[src/rtl/mux4_rr_arbiter_pkg.sv]
// Shared definitions for the mux4 round-robin arbiter slice.
//   - select encodings for the four requester inputs
//   - arbiter FSM state encoding
//   - control-register struct (state, rotation pointer, hold counter)
//   - one-hot helper for turning a winner index into a grant vector
package mux4_rr_arbiter_pkg;

    localparam logic [1:0] SEL_IN1 = 2'd0;
    localparam logic [1:0] SEL_IN2 = 2'd1;
    localparam logic [1:0] SEL_IN3 = 2'd2;
    localparam logic [1:0] SEL_IN4 = 2'd3;

    // Hold counter width; MAX_HOLD is limited to 1..255 so MAX_HOLD-1 fits.
    localparam int HOLD_W = 8;

    typedef enum logic {
        ST_IDLE  = 1'b0,
        ST_OWNED = 1'b1
    } arb_state_e;

    // All arbiter control state lives in one struct so checkers can watch
    // the FSM state, pointer and hold count through a single signal.
    typedef struct packed {
        arb_state_e          state;
        logic [1:0]          ptr;
        logic [HOLD_W-1:0]   hold;
    } arb_ctl_t;

    function automatic logic [3:0] onehot4(input logic [1:0] idx);
        return 4'b0001 << idx;
    endfunction

endpackage

[src/rtl/mux4.sv]
// Plain 4:1 datapath multiplexer.
//   sel              : 2-bit address, 00 selects in1 ... 11 selects in4
//   in1..in4         : data inputs, width bits each
//   out              : selected data
module mux4
    import mux4_rr_arbiter_pkg::*;
#(
    parameter int width = 32
) (
    input  logic [1:0]       sel,
    input  logic [width-1:0] in1,
    input  logic [width-1:0] in2,
    input  logic [width-1:0] in3,
    input  logic [width-1:0] in4,
    output logic [width-1:0] out
);

    always_comb begin
        out = in1;
        unique case (sel)
            SEL_IN1: out = in1;
            SEL_IN2: out = in2;
            SEL_IN3: out = in3;
            SEL_IN4: out = in4;
            default: out = in1;
        endcase
    end

endmodule

[src/rtl/mux4_rr_arbiter_rr_pick4.sv]
// rr_pick4: combinational rotate-priority encoder.
//   req[3:0]    : candidate request vector
//   ptr[1:0]    : index searched first; search continues ascending mod 4
//   found       : at least one candidate bit is set
//   winner[1:0] : first set index in search order (equals ptr when !found)
module rr_pick4 (
    input  logic [3:0] req,
    input  logic [1:0] ptr,
    output logic       found,
    output logic [1:0] winner
);

    // Walk the search order backwards so the earliest position in the
    // rotation is the last assignment and therefore wins.
    always_comb begin
        found  = 1'b0;
        winner = ptr;
        for (int k = 3; k >= 0; k--) begin
            if (req[ptr + 2'(k)]) begin
                found  = 1'b1;
                winner = ptr + 2'(k);
            end
        end
    end

endmodule

[src/rtl/mux4_rr_arbiter.sv]
// mux4_rr_arbiter: round-robin arbiter sharing one 4-input mux among four
// requesters, with a bounded hold time so no requester starves the others.
//   clk        : system clock, rising edge
//   reset_n    : asynchronous active-low reset
//   req[3:0]   : level requests, bit i = requester i
//   in1..in4   : requester 0..3 data
//   grant[3:0] : registered one-hot grant, zero when idle
//   select[1:0]: registered mux select (holds its last value when idle)
//   out        : in[select], combinational from the registered select
//   out_valid  : OR of grant
//
// Output qualification: out carries meaningful data only in cycles where
// out_valid is high; there is no backpressure, the consumer must accept the
// word in every cycle out_valid is asserted.
module mux4_rr_arbiter
    import mux4_rr_arbiter_pkg::*;
#(
    parameter int width    = 32,
    parameter int MAX_HOLD = 8
) (
    input  logic             clk,
    input  logic             reset_n,
    input  logic [3:0]       req,
    input  logic [width-1:0] in1,
    input  logic [width-1:0] in2,
    input  logic [width-1:0] in3,
    input  logic [width-1:0] in4,
    output logic [3:0]       grant,
    output logic [1:0]       select,
    output logic [width-1:0] out,
    output logic             out_valid
);

    localparam logic [HOLD_W-1:0] HOLD_SAT = HOLD_W'(MAX_HOLD - 1);

    arb_ctl_t   ctl_q, ctl_d;
    logic [3:0] grant_q, grant_d;
    logic [1:0] select_q, select_d;

    logic [3:0] cand;
    logic       found;
    logic [1:0] winner;
    logic       take;

    // Masking out the current owner gives the right candidate set in every
    // case: in IDLE grant is zero (all requests compete), on release the
    // owner bit is already clear, and on preemption the owner must be
    // excluded.
    assign cand = req & ~grant_q;

    rr_pick4 u_pick (
        .req    (cand),
        .ptr    (ctl_q.ptr),
        .found  (found),
        .winner (winner)
    );

    always_comb begin
        ctl_d    = ctl_q;
        grant_d  = grant_q;
        select_d = select_q;
        take     = 1'b0;

        unique case (ctl_q.state)
            ST_IDLE: begin
                if (found) take = 1'b1;
            end
            ST_OWNED: begin
                if (!req[select_q]) begin
                    // Owner released: hand off directly if anyone waits.
                    if (found) begin
                        take = 1'b1;
                    end else begin
                        ctl_d.state = ST_IDLE;
                        ctl_d.hold  = '0;
                        grant_d     = '0;
                    end
                end else if (ctl_q.hold == HOLD_SAT) begin
                    // Hold budget used up: rotate only if a competitor waits,
                    // otherwise the sole requester keeps the port.
                    if (found) take = 1'b1;
                end else begin
                    ctl_d.hold = ctl_q.hold + HOLD_W'(1);
                end
            end
            default: ;
        endcase

        if (take) begin
            ctl_d.state = ST_OWNED;
            ctl_d.ptr   = winner + 2'd1;
            ctl_d.hold  = '0;
            grant_d     = onehot4(winner);
            select_d    = winner;
        end
    end

    always_ff @(posedge clk or negedge reset_n) begin
        if (!reset_n) begin
            ctl_q    <= '{state: ST_IDLE, ptr: 2'd0, hold: '0};
            grant_q  <= '0;
            select_q <= SEL_IN1;
        end else begin
            ctl_q    <= ctl_d;
            grant_q  <= grant_d;
            select_q <= select_d;
        end
    end

    assign grant     = grant_q;
    assign select    = select_q;
    assign out_valid = |grant_q;

    mux4 #(
        .width (width)
    ) u_mux (
        .sel (select_q),
        .in1 (in1),
        .in2 (in2),
        .in3 (in3),
        .in4 (in4),
        .out (out)
    );

endmodule

[config.mk]
export PLATFORM = sky130hd
export DESIGN_NAME = mux4_rr_arbiter
export DESIGN_NICKNAME = d
export VERILOG_FILES = /design/src/rtl/mux4_rr_arbiter_pkg.sv /design/src/rtl/mux4.sv /design/src/rtl/mux4_rr_arbiter_rr_pick4.sv /design/src/rtl/mux4_rr_arbiter.sv
export SDC_FILE = /design/constraint.sdc
export NUM_CORES = 1
export LEC_CHECK = 0
export ABC_AREA = 1
export ABC_CLOCK_PERIOD_IN_PS = 1850
export BUFFER_PORTS_ARGS = -buffer_cell sky130_fd_sc_hd__buf_2
export CORE_AREA = 8 8 88 90
export DETAILED_ROUTE_END_ITERATION = 10
export DIE_AREA = 0 0 96 98
export GPL_ROUTABILITY_DRIVEN = 0
export MAX_ROUTING_LAYER = met4
export PLACE_DENSITY = 0.83
export SYNTH_ARGS = -nofsm -noshare
export SYNTH_HDL_FRONTEND = slang
export SYNTH_HIERARCHICAL = 1
export SYNTH_SLANG_ARGS = --single-unit
[constraint.sdc]
create_clock -name clk -period 1.85 [get_ports clk]
set_clock_uncertainty 0.05 [all_clocks]
set_input_delay 0.185 -clock clk [delete_from_list [all_inputs] [get_ports clk]]
set_output_delay 0.185 -clock clk [all_outputs]
set_load 0.1 [all_outputs]
==> run_results.csv <==
group,metric,value,unit
sta,hold_viol,0,
critical_path,cp.required,1.95,ns
global_routing,grt_pass1_vias,3395,
yosys,synth_area,2360,µm²
drt,drtIter0Drc,189,
global_routing,overflow,0,
die,fp.dieW,96,µm
cts,clock_latency,0.26,ns
drt,finalWirelength,11800,µm
yosys,synth.area.mux_share,0,%
yosys,syn-num-nets,515,
yosys,synth_adder_area_share,2.65,%
sta,max_slew.worst_pin.slew,0.496,ns
sta,tns,-0.418,ns
sta,timing.hold.ws,0.332,ns
place,dpl_cell_area,3810,µm²
sta,rsz0062_at_grt,"yes",
cts,cts.sinks,17,
cells_and_area,ff_latch_area,450,µm²
sta,period_share,104,%
global_routing,grt_usage,22.7,%
cells_and_area,final_nets,694,
global_routing,antenna_found_initial,1,
drt,via_per_inst,5.52,
die,fp-row-count,30,
yosys,synth-compound-area-share,4.19,%
drt,dr.pass1.iters,5,
sta,layout_min_cycle_time,1.92,ns
drt,drc,0,
cells_and_area,fin_area,4260,µm²
die,io_pins,173,
yosys,syn_area_per_cell,6.27,µm²
sta,finalSetupViolCount,13,
yosys,yosys_warnings,6,
cells_and_area,mostFrequentLayoutCells,"buf_2, nand3_1, nand2_1",
cts,clk_pin_slew_worst_paths,0.08,ns
cts,cts_max_level,1,
cells_and_area,final_common_cell,"buf_2",
drt,vias,3512,
yosys,ys_types,27,
yosys,synth-seq-cells,17,
cells_and_area,syn2layout_area_growth,80.7,%
status,status,"finished with violations",
cts,cts_buffers,3,
cells_and_area,drive_above_1_share,54.0,%
global_routing,grt_pass1_wl,16800,µm
cts,cts-root-buf,"clkbuf_8",
drt,final_antenna_net_count,0,
status,violations,"negative setup slack",
die,initial_core_util,36.3,%
cells_and_area,multi_input_area,1780,µm²
yosys,synth_xor_area_share,1.11,%
yosys,synth_simple_gate_area_share,58.0,%
hold_path,hold_class,"input port to async pin",
global_routing,grt_max_degree,64,
drt,wl_per_cell,18.5,µm
critical_path,cp-end-kind,"flip-flop",
die,die_h,98,µm
yosys,ys_seq_area_share,18.0,%
critical_path,worstPathMaxFanout,3,
critical_path,rr_worst_depth,11,
sta,max_freq,520,MHz
cells_and_area,fillCellCount,527,
yosys,syn_inst,376,
sta,slew_headroom,67.2,%
job,cap_violations,0,
critical_path,arrival,2.02,ns
critical_path,criticalPathCategory,"flip-flop to flip-flop",
place,place_ws,-0.118,ns
die,die_area,9410,µm²
critical_path,start_kind,"flip-flop",
die,coreArea,6490,µm²
cts,cts_tree,"built",
sta,final.setup.worst_slack,-0.0723,ns
yosys,synth_top_family_by_area,"simple AND/OR/NAND/NOR gates",
place,dp_hpwl,8500,µm
place,io_buffers,172,
cts,clockBufferDepth,2,
sta,drv_slew,0,
==> area by class of cell <==
| cell class | instances | share of cell area, % |
|---|---|---|
| antenna | 2 | 0.117 |
| clock buffer | 3 | 0.969 |
| clock inverter | 1 | 0.117 |
| inverter | 37 | 3.44 |
| multi-input combinational | 298 | 41.9 |
| sequential | 17 | 10.6 |
| tap | 80 | 2.35 |
| timing repair buffer | 198 | 40.6 |
==> worst paths after layout <==
check	startpoint	to	slack (ns)
min in group clk	req[1]	ctl_q[10]$_DFF_PN0_	0.41
min	reset_n	grant[0]$_DFFE_PN0P_	0.33
max	grant[3]$_DFFE_PN0P_	grant[1]$_DFFE_PN0P_	-0.07
max reg2reg	grant[3]$_DFFE_PN0P_	grant[1]$_DFFE_PN0P_	-0.07
max in group asynchronous	reset_n	grant[2]$_DFFE_PN0P_	1.10
min reg2reg	ctl_q[1]$_DFFE_PN0P_	ctl_q[1]$_DFFE_PN0P_	0.54
==> stage by stage <==
| step | utilization [%] | cells |
|---|---|---|
| 3_3_place_gp | 58.7 | 611 |
| 4_1_cts | 61.8 | 628 |
| 5_1_grt | 65.6 | 635 |
| 2_1_floorplan | - | 376 |
| 6_report | 65.6 | 636 |
| 3_5_place_dp | 58.7 | 611 |
==> metal layers <==
| metal | GRT usage [%] | part of all wire (%) | up-vias | routed length, µm |
|---|---|---|---|---|
| met2 | 39.7 | 51 | 221 | 6050 |
| li1 | - | - | 1640 | - |
| met4 | 7.57 | 4.0 | 0 | 477 |
| met1 | 24.4 | 33 | 1613 | 3910 |
| met3 | 4.60 | 11 | 38 | 1350 |
| met5 | - | 0 | - | 0 |
==> cell usage after synthesis <==
master / instances / area [µm²]
nand2_1: 99 / 372
nand3_1: 98 / 490
nand4_1: 38 / 238
inv_1: 30 / 113
dfrtp_1: 17 / 425
nor2_1: 16 / 60.1
nand3_2: 12 / 120
buf_2: 8 / 40.0
buf_4: 6 / 45.0
inv_2: 6 / 22.5
buf_6: 5 / 56.3
buf_8: 5 / 75.1
ha_1: 5 / 62.6
o21ai_1: 5 / 25.0
a21oi_1: 3 / 15.0
nand2_2: 3 / 18.8
o21ai_2: 3 / 26.3
xor2_1: 3 / 26.3
nand2_4: 2 / 22.5
nor2_2: 2 / 12.5
nor2_4: 2 / 22.5
o21ai_0: 2 / 10.0
o21bai_1: 2 / 15.0
a21boi_1: 1 / 7.51
buf_12: 1 / 20.0
inv_4: 1 / 6.26
nor3_2: 1 / 10.0
==> worst max-delay path, stage by stage, from the launching register on <==
cell and delay (ns):
dfrtp_4 0.50, nor2_4 0.14, nand2_2 0.08, nand2_2 0.09, nand2_2 0.07, o21ai_1 0.08
o21bai_1 0.11, a21boi_2 0.26, inv_2 0.10, ha_2 0.19, nand2_1 0.07, o21ai_1 0.07
==> cells by family after synthesis <==
logic type / after synthesis
buffers and inverters: 62
AO/OA/AOI/OAI: 16
AND/OR/NAND/NOR: 273
XOR/XNOR: 3
flip-flops: 17
adder cells (fa/ha/maj): 5
==> state kept, by name (all words and copies together), names as in the netlist <==
name / cells
select: 2
ctl_q: 11
grant: 4
==> repair_timing <==
| item | CTS | global route |
|---|---|---|
| hold buffers | 1 | 0 |
| endpoints found under the hold margin | 17 | 0 |
| endpoints found under the setup margin | 40 | 48 |
| pin swaps | 8 | 46 |
| resized for setup | 8 | 53 |
| setup buffers | 10 | 4 |
| cloned | 2 | 3 |
Power is not shown: default switching activity piles up to over one toggle a cycle in this logic, so the estimate is an artifact.
